`src/rtl/fixed_encoder_if.sv`:
```
// Sample-in / residual-out bus of the fixed-predictor encoder.
// The master drives the samples and controls; the slave returns the residuals.
interface fixed_encoder_if #(
  parameter int SAMPLE_WIDTH   = 16,
  parameter int RESIDUAL_WIDTH = SAMPLE_WIDTH + 4
);
  logic                             iStart;
  logic [2:0]                       iOrder;
  logic                             iEnable;
  logic signed [SAMPLE_WIDTH-1:0]   iSample;
  logic signed [RESIDUAL_WIDTH-1:0] oData;
  logic                             oValid;
  logic                             oWarmup;

  modport master (
    output iStart, iOrder, iEnable, iSample,
    input  oData, oValid, oWarmup
  );

  modport slave (
    input  iStart, iOrder, iEnable, iSample,
    output oData, oValid, oWarmup
  );
endinterface

```
`src/rtl/fixed_encoder.sv`:
```
// FLAC fixed-predictor encoder, orders 0-4: emits verbatim warm-up samples,
// then fixed-order residuals, one sample per clock with a registered output.
module fixed_encoder #(
  parameter int SAMPLE_WIDTH   = 16,
  parameter int RESIDUAL_WIDTH = SAMPLE_WIDTH + 4
) (
  input  logic           iClock,
  input  logic           iReset_n,
  fixed_encoder_if.slave bus
);
  localparam int EXT = RESIDUAL_WIDTH - SAMPLE_WIDTH;

  typedef logic signed [SAMPLE_WIDTH-1:0]   smp_t;
  typedef logic signed [RESIDUAL_WIDTH-1:0] res_t;

  logic [2:0] order;
  logic [2:0] cnt;
  smp_t       x1, x2, x3, x4;

  logic [2:0] newOrder, effOrder, effCnt;
  smp_t       h1, h2, h3, h4;
  res_t       e0, e1, e2, e3, e4;
  res_t       residual;
  logic       isWarmup;

  function automatic res_t sext(input smp_t s);
    return {{EXT{s[SAMPLE_WIDTH-1]}}, s};
  endfunction

  // A start in the same cycle as a sample makes that sample the first of the
  // new subframe, so order, count and history are bypassed combinationally.
  always_comb begin
    newOrder = (bus.iOrder > 3'd4) ? 3'd4 : bus.iOrder;
    effOrder = bus.iStart ? newOrder : order;
    effCnt   = bus.iStart ? 3'd0 : cnt;
    h1       = bus.iStart ? '0 : x1;
    h2       = bus.iStart ? '0 : x2;
    h3       = bus.iStart ? '0 : x3;
    h4       = bus.iStart ? '0 : x4;
    e0       = sext(bus.iSample);
    e1       = sext(h1);
    e2       = sext(h2);
    e3       = sext(h3);
    e4       = sext(h4);
    isWarmup = (effCnt < effOrder);
    case (effOrder)
      3'd0:    residual = e0;
      3'd1:    residual = e0 - e1;
      3'd2:    residual = e0 - (e1 <<< 1) + e2;
      3'd3:    residual = e0 - ((e1 <<< 1) + e1) + ((e2 <<< 1) + e2) - e3;
      default: residual = e0 - (e1 <<< 2) + ((e2 <<< 2) + (e2 <<< 1))
                          - (e3 <<< 2) + e4;
    endcase
  end

  always_ff @(posedge iClock or negedge iReset_n) begin
    if (!iReset_n) begin
      order       <= '0;
      cnt         <= '0;
      x1          <= '0;
      x2          <= '0;
      x3          <= '0;
      x4          <= '0;
      bus.oData   <= '0;
      bus.oValid  <= 1'b0;
      bus.oWarmup <= 1'b0;
    end else begin
      if (bus.iStart) begin
        order <= newOrder;
        cnt   <= '0;
        x1    <= '0;
        x2    <= '0;
        x3    <= '0;
        x4    <= '0;
      end
      if (bus.iEnable) begin
        x1          <= bus.iSample;
        x2          <= h1;
        x3          <= h2;
        x4          <= h3;
        // cnt stops at the order, so it never needs an explicit saturate.
        if (isWarmup) cnt <= effCnt + 3'd1;
        bus.oData   <= isWarmup ? e0 : residual;
        bus.oWarmup <= isWarmup;
        bus.oValid  <= 1'b1;
      end else begin
        bus.oValid  <= 1'b0;
        bus.oWarmup <= 1'b0;
      end
    end
  end
endmodule

```
`src/flat_wrapper.sv`:
```
// flat-port wrapper written by rule: the top's interface ports become plain ports
module fixed_encoder_flat 
#(
  parameter int SAMPLE_WIDTH   = 16,
  parameter int RESIDUAL_WIDTH = SAMPLE_WIDTH + 4
)
  (iClock, iReset_n, bus_iStart, bus_iOrder, bus_iEnable, bus_iSample, bus_oData, bus_oValid, bus_oWarmup);
  fixed_encoder_if #(.SAMPLE_WIDTH(SAMPLE_WIDTH), .RESIDUAL_WIDTH(RESIDUAL_WIDTH)) bus_i ();
  input  logic iClock;
  input  logic iReset_n;
  input wire logic [$bits(bus_i.iStart)-1:0] bus_iStart;
  input wire logic [$bits(bus_i.iOrder)-1:0] bus_iOrder;
  input wire logic [$bits(bus_i.iEnable)-1:0] bus_iEnable;
  input wire logic [$bits(bus_i.iSample)-1:0] bus_iSample;
  output wire logic [$bits(bus_i.oData)-1:0] bus_oData;
  output wire logic [$bits(bus_i.oValid)-1:0] bus_oValid;
  output wire logic [$bits(bus_i.oWarmup)-1:0] bus_oWarmup;
  assign bus_i.iStart = bus_iStart;
  assign bus_i.iOrder = bus_iOrder;
  assign bus_i.iEnable = bus_iEnable;
  assign bus_i.iSample = bus_iSample;
  assign bus_oData = bus_i.oData;
  assign bus_oValid = bus_i.oValid;
  assign bus_oWarmup = bus_i.oWarmup;
  fixed_encoder #(.SAMPLE_WIDTH(SAMPLE_WIDTH), .RESIDUAL_WIDTH(RESIDUAL_WIDTH)) u_core (.iClock(iClock), .iReset_n(iReset_n), .bus(bus_i));
endmodule
```
`config.mk`:
```
export PLATFORM = sky130hd
export DESIGN_NAME = fixed_encoder_flat
export DESIGN_NICKNAME = d
export VERILOG_FILES = /design/src/rtl/fixed_encoder_if.sv /design/src/rtl/fixed_encoder.sv /design/src/flat_wrapper.sv
export SDC_FILE = /design/constraint.sdc
export NUM_CORES = 1
export LEC_CHECK = 0
export ABC_CLOCK_PERIOD_IN_PS = 7400
export CAP_MARGIN = 20
export CORE_MARGIN = 4
export CORE_UTILIZATION = 45
export CTS_BUF_LIST = sky130_fd_sc_hd__clkbuf_4 sky130_fd_sc_hd__clkbuf_8 sky130_fd_sc_hd__clkbuf_16
export CTS_CLUSTER_DIAMETER = 120
export DETAILED_ROUTE_END_ITERATION = 10
export PLACE_DENSITY = 0.66
export RECOVER_POWER = 50
export SLEW_MARGIN = 15
export SYNTH_ARGS = -nofsm -noshare
export SYNTH_HDL_FRONTEND = slang
export SYNTH_SLANG_ARGS = --single-unit
```
`constraint.sdc`:
```
create_clock -name iClock -period 7.4 [get_ports iClock]
set_clock_uncertainty 0.05 [all_clocks]
set_input_delay 1.48 -clock iClock [delete_from_list [all_inputs] [get_ports iClock]]
set_output_delay 1.48 -clock iClock [all_outputs]
set_load 0.05 [all_outputs]
```
==> impl_summary.md <==
Run status
The flow ran to the end, but the final reports show violations. The checks that failed: max-capacitance violations, max-slew violations.

Final layout
For this run, the post-layout net count is between 1500 and 2000. The post-route core utilization is about half. The final instance count without filler cells is ~1800.

The library cells used most frequently in the layout, excluding fill and tap cells, are sky130_fd_sc_hd__inv_1, sky130_fd_sc_hd__ha_1, sky130_fd_sc_hd__nand2_1, sky130_fd_sc_hd__o21ai_0, sky130_fd_sc_hd__a21oi_1. The area growth from synthesis to layout is 11.8%. The share of post-route cells with drive strength above 1 is 7.01%.

The finished layout cell area is around 0.013 mm^2. Leaving out fill and tap cells, the most frequent cell in the layout is sky130_fd_sc_hd__inv_1.

Global route
The initial antenna violation count is 1. The largest net degree at the start of global routing is 77. The number of global-route vias before repair was around 11000. The total global-route track usage is between 20% and 30%.

Summed over all layers, the global routing overflow is 0. The first global-routing pass estimated 58.5 mm of wire.

Timing
The share of the cycle needed by the critical path after routing is a little over nine tenths. Setup total negative slack on the finished layout was measured at 0 ns. The actual transition at the worst max-transition pin is between 3 and 4 ns.

The final-report max-slew violation count is between 150 and 200. Setup repair after global routing left no endpoint under its margin. Setup violations remaining at the end of the flow were counted as 0. Based on the critical path, the design can be clocked at up to 142 MHz.

The remaining max-slew budget at the tightest pin is -135%. The clock period minus final worst setup slack is ~7 ns. The total count of hold-check failures in the final report came to 0.

Placement
Routability-driven placement finished with a final weighted congestion of 0.936. The number of port buffers is 44. The half-perimeter wire length of the detailed placement result is roughly 30 mm. Counting tap cells, the placed design contains a total of around 1800 instances.

After detailed placement, the total cell area comes to between 0.01 and 0.015 mm^2.

Synth
The share of flip-flops with an asynchronous set or reset is 100%. In this run, synthesis produced a sequential element count of between 90 and 100. The cell area that synthesis handed to floorplanning was between 0.01 and 0.015 mm^2. The number of warnings issued by yosys is 0. A synthesized cell averages about 8.4 um^2. In the synthesized netlist, the number of instances is ~1400. The net count of the mapped netlist is approximately 1600. The proportion of synthesized chip area in sequential cells is about a fifth. Yosys mapped a number of flops with a built-in enable equal to 0.

Counting distinct cell types in the post-synthesis netlist gives between 70 and 80. Among all flip-flop cells after synthesis, the most frequent one is sky130_fd_sc_hd__dfrtp_1.

Hold path
The worst hold path begins at u_core.bus.oData[3]. In this run the worst hold path is classified as reg -> reg.

Power and ir drop
IR analysis of the VDD net gives a maximum drop of approximately 150 uV. For this design the total switching power over the nets is about 1.7 mW. The internal power of the cells totals roughly 1.8 mW. The switching part of the total power is slightly below 50%. The part of the power in combinational logic is 70.2%. The post-layout total power is between 3 and 4 mW. Dividing total power by cell area gives a power density of 266 mW/mm^2. The standby leakage power is around 6.3 nW. The register share of total power is 16.6%.

In this run, the clock network consumes 13.2% of the power.

Critical path
For the worst setup path, the data required time is 7.63 ns. The worst register-to-register path begins at u_core.x2[0]. The largest single stage delay on the critical path is about 0.55 ns.

The worst setup path is captured at a flip-flop. The most numerous cell type found on the critical path is sky130_fd_sc_hd__inv_1. Tracing the worst setup path back leads to its startpoint at bus_iStart. Along the worst path, the maximum fanout reaches 13. The family of cells with the greatest summed delay on the critical path is compound AO/OA/AOI/OAI gates. The class of the most critical setup path is in -> reg. The cell with the largest stage delay on the worst path is sky130_fd_sc_hd__fa_1.

The buffering stage count on the worst path with inverters included is 5. For the worst setup path, the data arrival time is about 7.3 ns. The kind of start point of the critical path is an input port.

Run
Max-cap violations in this run came to 3.

Clock tree
TritonCTS built the clock tree. Clock-pin slew was measured on the worst setup and hold paths at roughly 0.08 ns. The maximum clock insertion buffer count is 2.

The number of CTS-inserted buffers is 9. The number of setup buffers added after CTS is 0. The clock tree synthesis step divided the H-tree into 3 levels. The tree is rooted in a sky130_fd_sc_hd__clkbuf_16. In this run, post-CTS hold repair placed 0 buffers. Counting every sink on the clock net gives between 90 and 100. Clock latency on the worst-skew pair, taken at its later pin, is roughly 0.36 ns. The number of gates resized after CTS was 0.

Floorplanning
The height of the die is ~170 um. The die outline area is just under 0.03 mm^2. The floorplan step set the die width to about 170 um. The starting density of the core is approximately 46%. The total number of placement rows is between 50 and 60.

The core region area is ~0.026 mm^2. The I/O pin total is 45.

Detailed routing
The detailed-route via count is approximately 11000. The routed via count divided by cell count is 5.80. In this run, the number of DRC markers left after iteration 0 of detailed routing was approximately 900. The total iterations of the first detailed-routing run is 5. The count of nets left with antenna violations after detail routing is 0. After detailed routing, the total wire length is ~37 mm.

The routed length per instance is around 20 um. For this run, design rule violations remaining after detail routing come to 0.
## layer usage
layer / wire length, um / up-vias / share of wire (%) / global-route usage (%)
met5: 0 / - / 0 / 0
met4: 1440 / 0 / 3.9 / 9.48
met3: 1860 / 82 / 5.1 / 2.84
met2: 17600 / 346 / 48 / 43.9
met1: 15700 / 5119 / 43 / 33.8
li1: - / 5017 / - / -
## power by group through the flow
stage | clock network, mW | registers [mW] | logic [mW]
after floorplan | 0 | 0.693 | 1.60
after global placement | 0 | 0.594 | 2.41
after detailed placement | 0 | 0.595 | 2.43
after CTS | 0.479 | 0.586 | 2.45
after global routing | 0.495 | 0.590 | 2.72
final | 0.465 | 0.587 | 2.48
## through the flow
step	setup slack, ns	hold WS (ns)
global placement	0.211	0.455
finish	0.338	0.474
detailed placement	0.0976	0.462
global route	0.0105	0.494
CTS	0.454	0.480
floorplan	0.336	0.470
## area by class of cell
type                    count  area [um^2]
clock buffers              10          239
repair buffers             98          837
clock inverters             6         40.0
fillers                  2454        12800
diodes                      1         2.50
flip-flops and latches     92         2300
multi-input cells        1093         8750
inverters                 185          694
well taps                 335          419
## kinds of logic after synthesis
family,count (synthesis),synth area share (%)
fa+ha+maj,215,28.1
compound gates,391,21.3
xor+xnor,93,6.85
mux,22,2.03
simple gates,372,15.4
flops,92,19.4
buf+inv,222,7.02
## worst reg2reg max path, cell delays in order, from the launching register on
cell	delay [ns]
sky130_fd_sc_hd__dfrtp_1	0.39
sky130_fd_sc_hd__nor2b_1	0.21
sky130_fd_sc_hd__ha_1	0.20
sky130_fd_sc_hd__inv_1	0.06
sky130_fd_sc_hd__fa_1	0.45
sky130_fd_sc_hd__nor2b_1	0.14
sky130_fd_sc_hd__o21ai_0	0.12
sky130_fd_sc_hd__a21boi_0	0.36
sky130_fd_sc_hd__o211ai_1	0.23
sky130_fd_sc_hd__a21oi_1	0.28
sky130_fd_sc_hd__nor3_1	0.10
sky130_fd_sc_hd__xnor2_1	0.19
sky130_fd_sc_hd__fa_1	0.56
sky130_fd_sc_hd__inv_1	0.05
sky130_fd_sc_hd__fa_1	0.49
sky130_fd_sc_hd__inv_1	0.05
sky130_fd_sc_hd__ha_1	0.35
sky130_fd_sc_hd__a41oi_1	0.19
sky130_fd_sc_hd__nand3_1	0.10
sky130_fd_sc_hd__o21a_1	0.21
sky130_fd_sc_hd__a221o_1	0.35
sky130_fd_sc_hd__a41o_1	0.29
sky130_fd_sc_hd__or3_1	0.35
sky130_fd_sc_hd__a31oi_1	0.16
## flip-flops by register name (all words and copies together) (netlist names)
signal	count
u_core.bus.oData	20
u_core.x1	16
u_core.x2	16
u_core.x3	16
u_core.x4	16
u_core.cnt	3
u_core.order	3
u_core.bus.oValid	1
u_core.bus.oWarmup	1
## worst paths after layout
| path | to | slack (ns) | cells after the start |
|---|---|---|---|
| max reg2reg | u_core.bus.oData[17] | 1.38 | 23 |
| max | u_core.bus.oData[17] | 0.34 | 25 |
| min reg2reg | u_core.bus.oData[3] | 0.47 | 2 |
| max in group asynchronous | u_core.bus.oData[17] | 1.32 | 2 |
| min | u_core.bus.oData[3] | 0.47 | 2 |
| min in group asynchronous | u_core.x3[5] | 1.73 | 1 |
## cells in the mapped netlist, drive strengths merged (5+ instances only)
library cell,n,area share (%)
inv,185,5.8
ha,129,14
o21ai,112,4.7
nand2,108,3.4
a21oi,97,4.1
dfrtp,92,19
fa,86,14
nor2,77,2.4
xnor2,62,4.6
nand2b,60,3.2
nor2b,40,2.2
clkbuf,32,1.0
xor2,31,2.3
nor3,24,1.0
nand3,23,0.97
a21o,20,1.3
a211oi,17,1.1
a31oi,16,0.84
mux2,14,1.3
o21bai,13,0.82
a221oi,11,0.81
o21a,11,0.69
o211ai,9,0.57
mux2i,8,0.71
or3,8,0.42
a211o,7,0.53
o31ai,7,0.48
or2,7,0.37
a31o,6,0.44
a41oi,6,0.44
o22ai,6,0.32
a21boi,5,0.32
and3,5,0.26
buf,5,0.17
o221ai,5,0.37
Power figures use the tool's default switching activity.
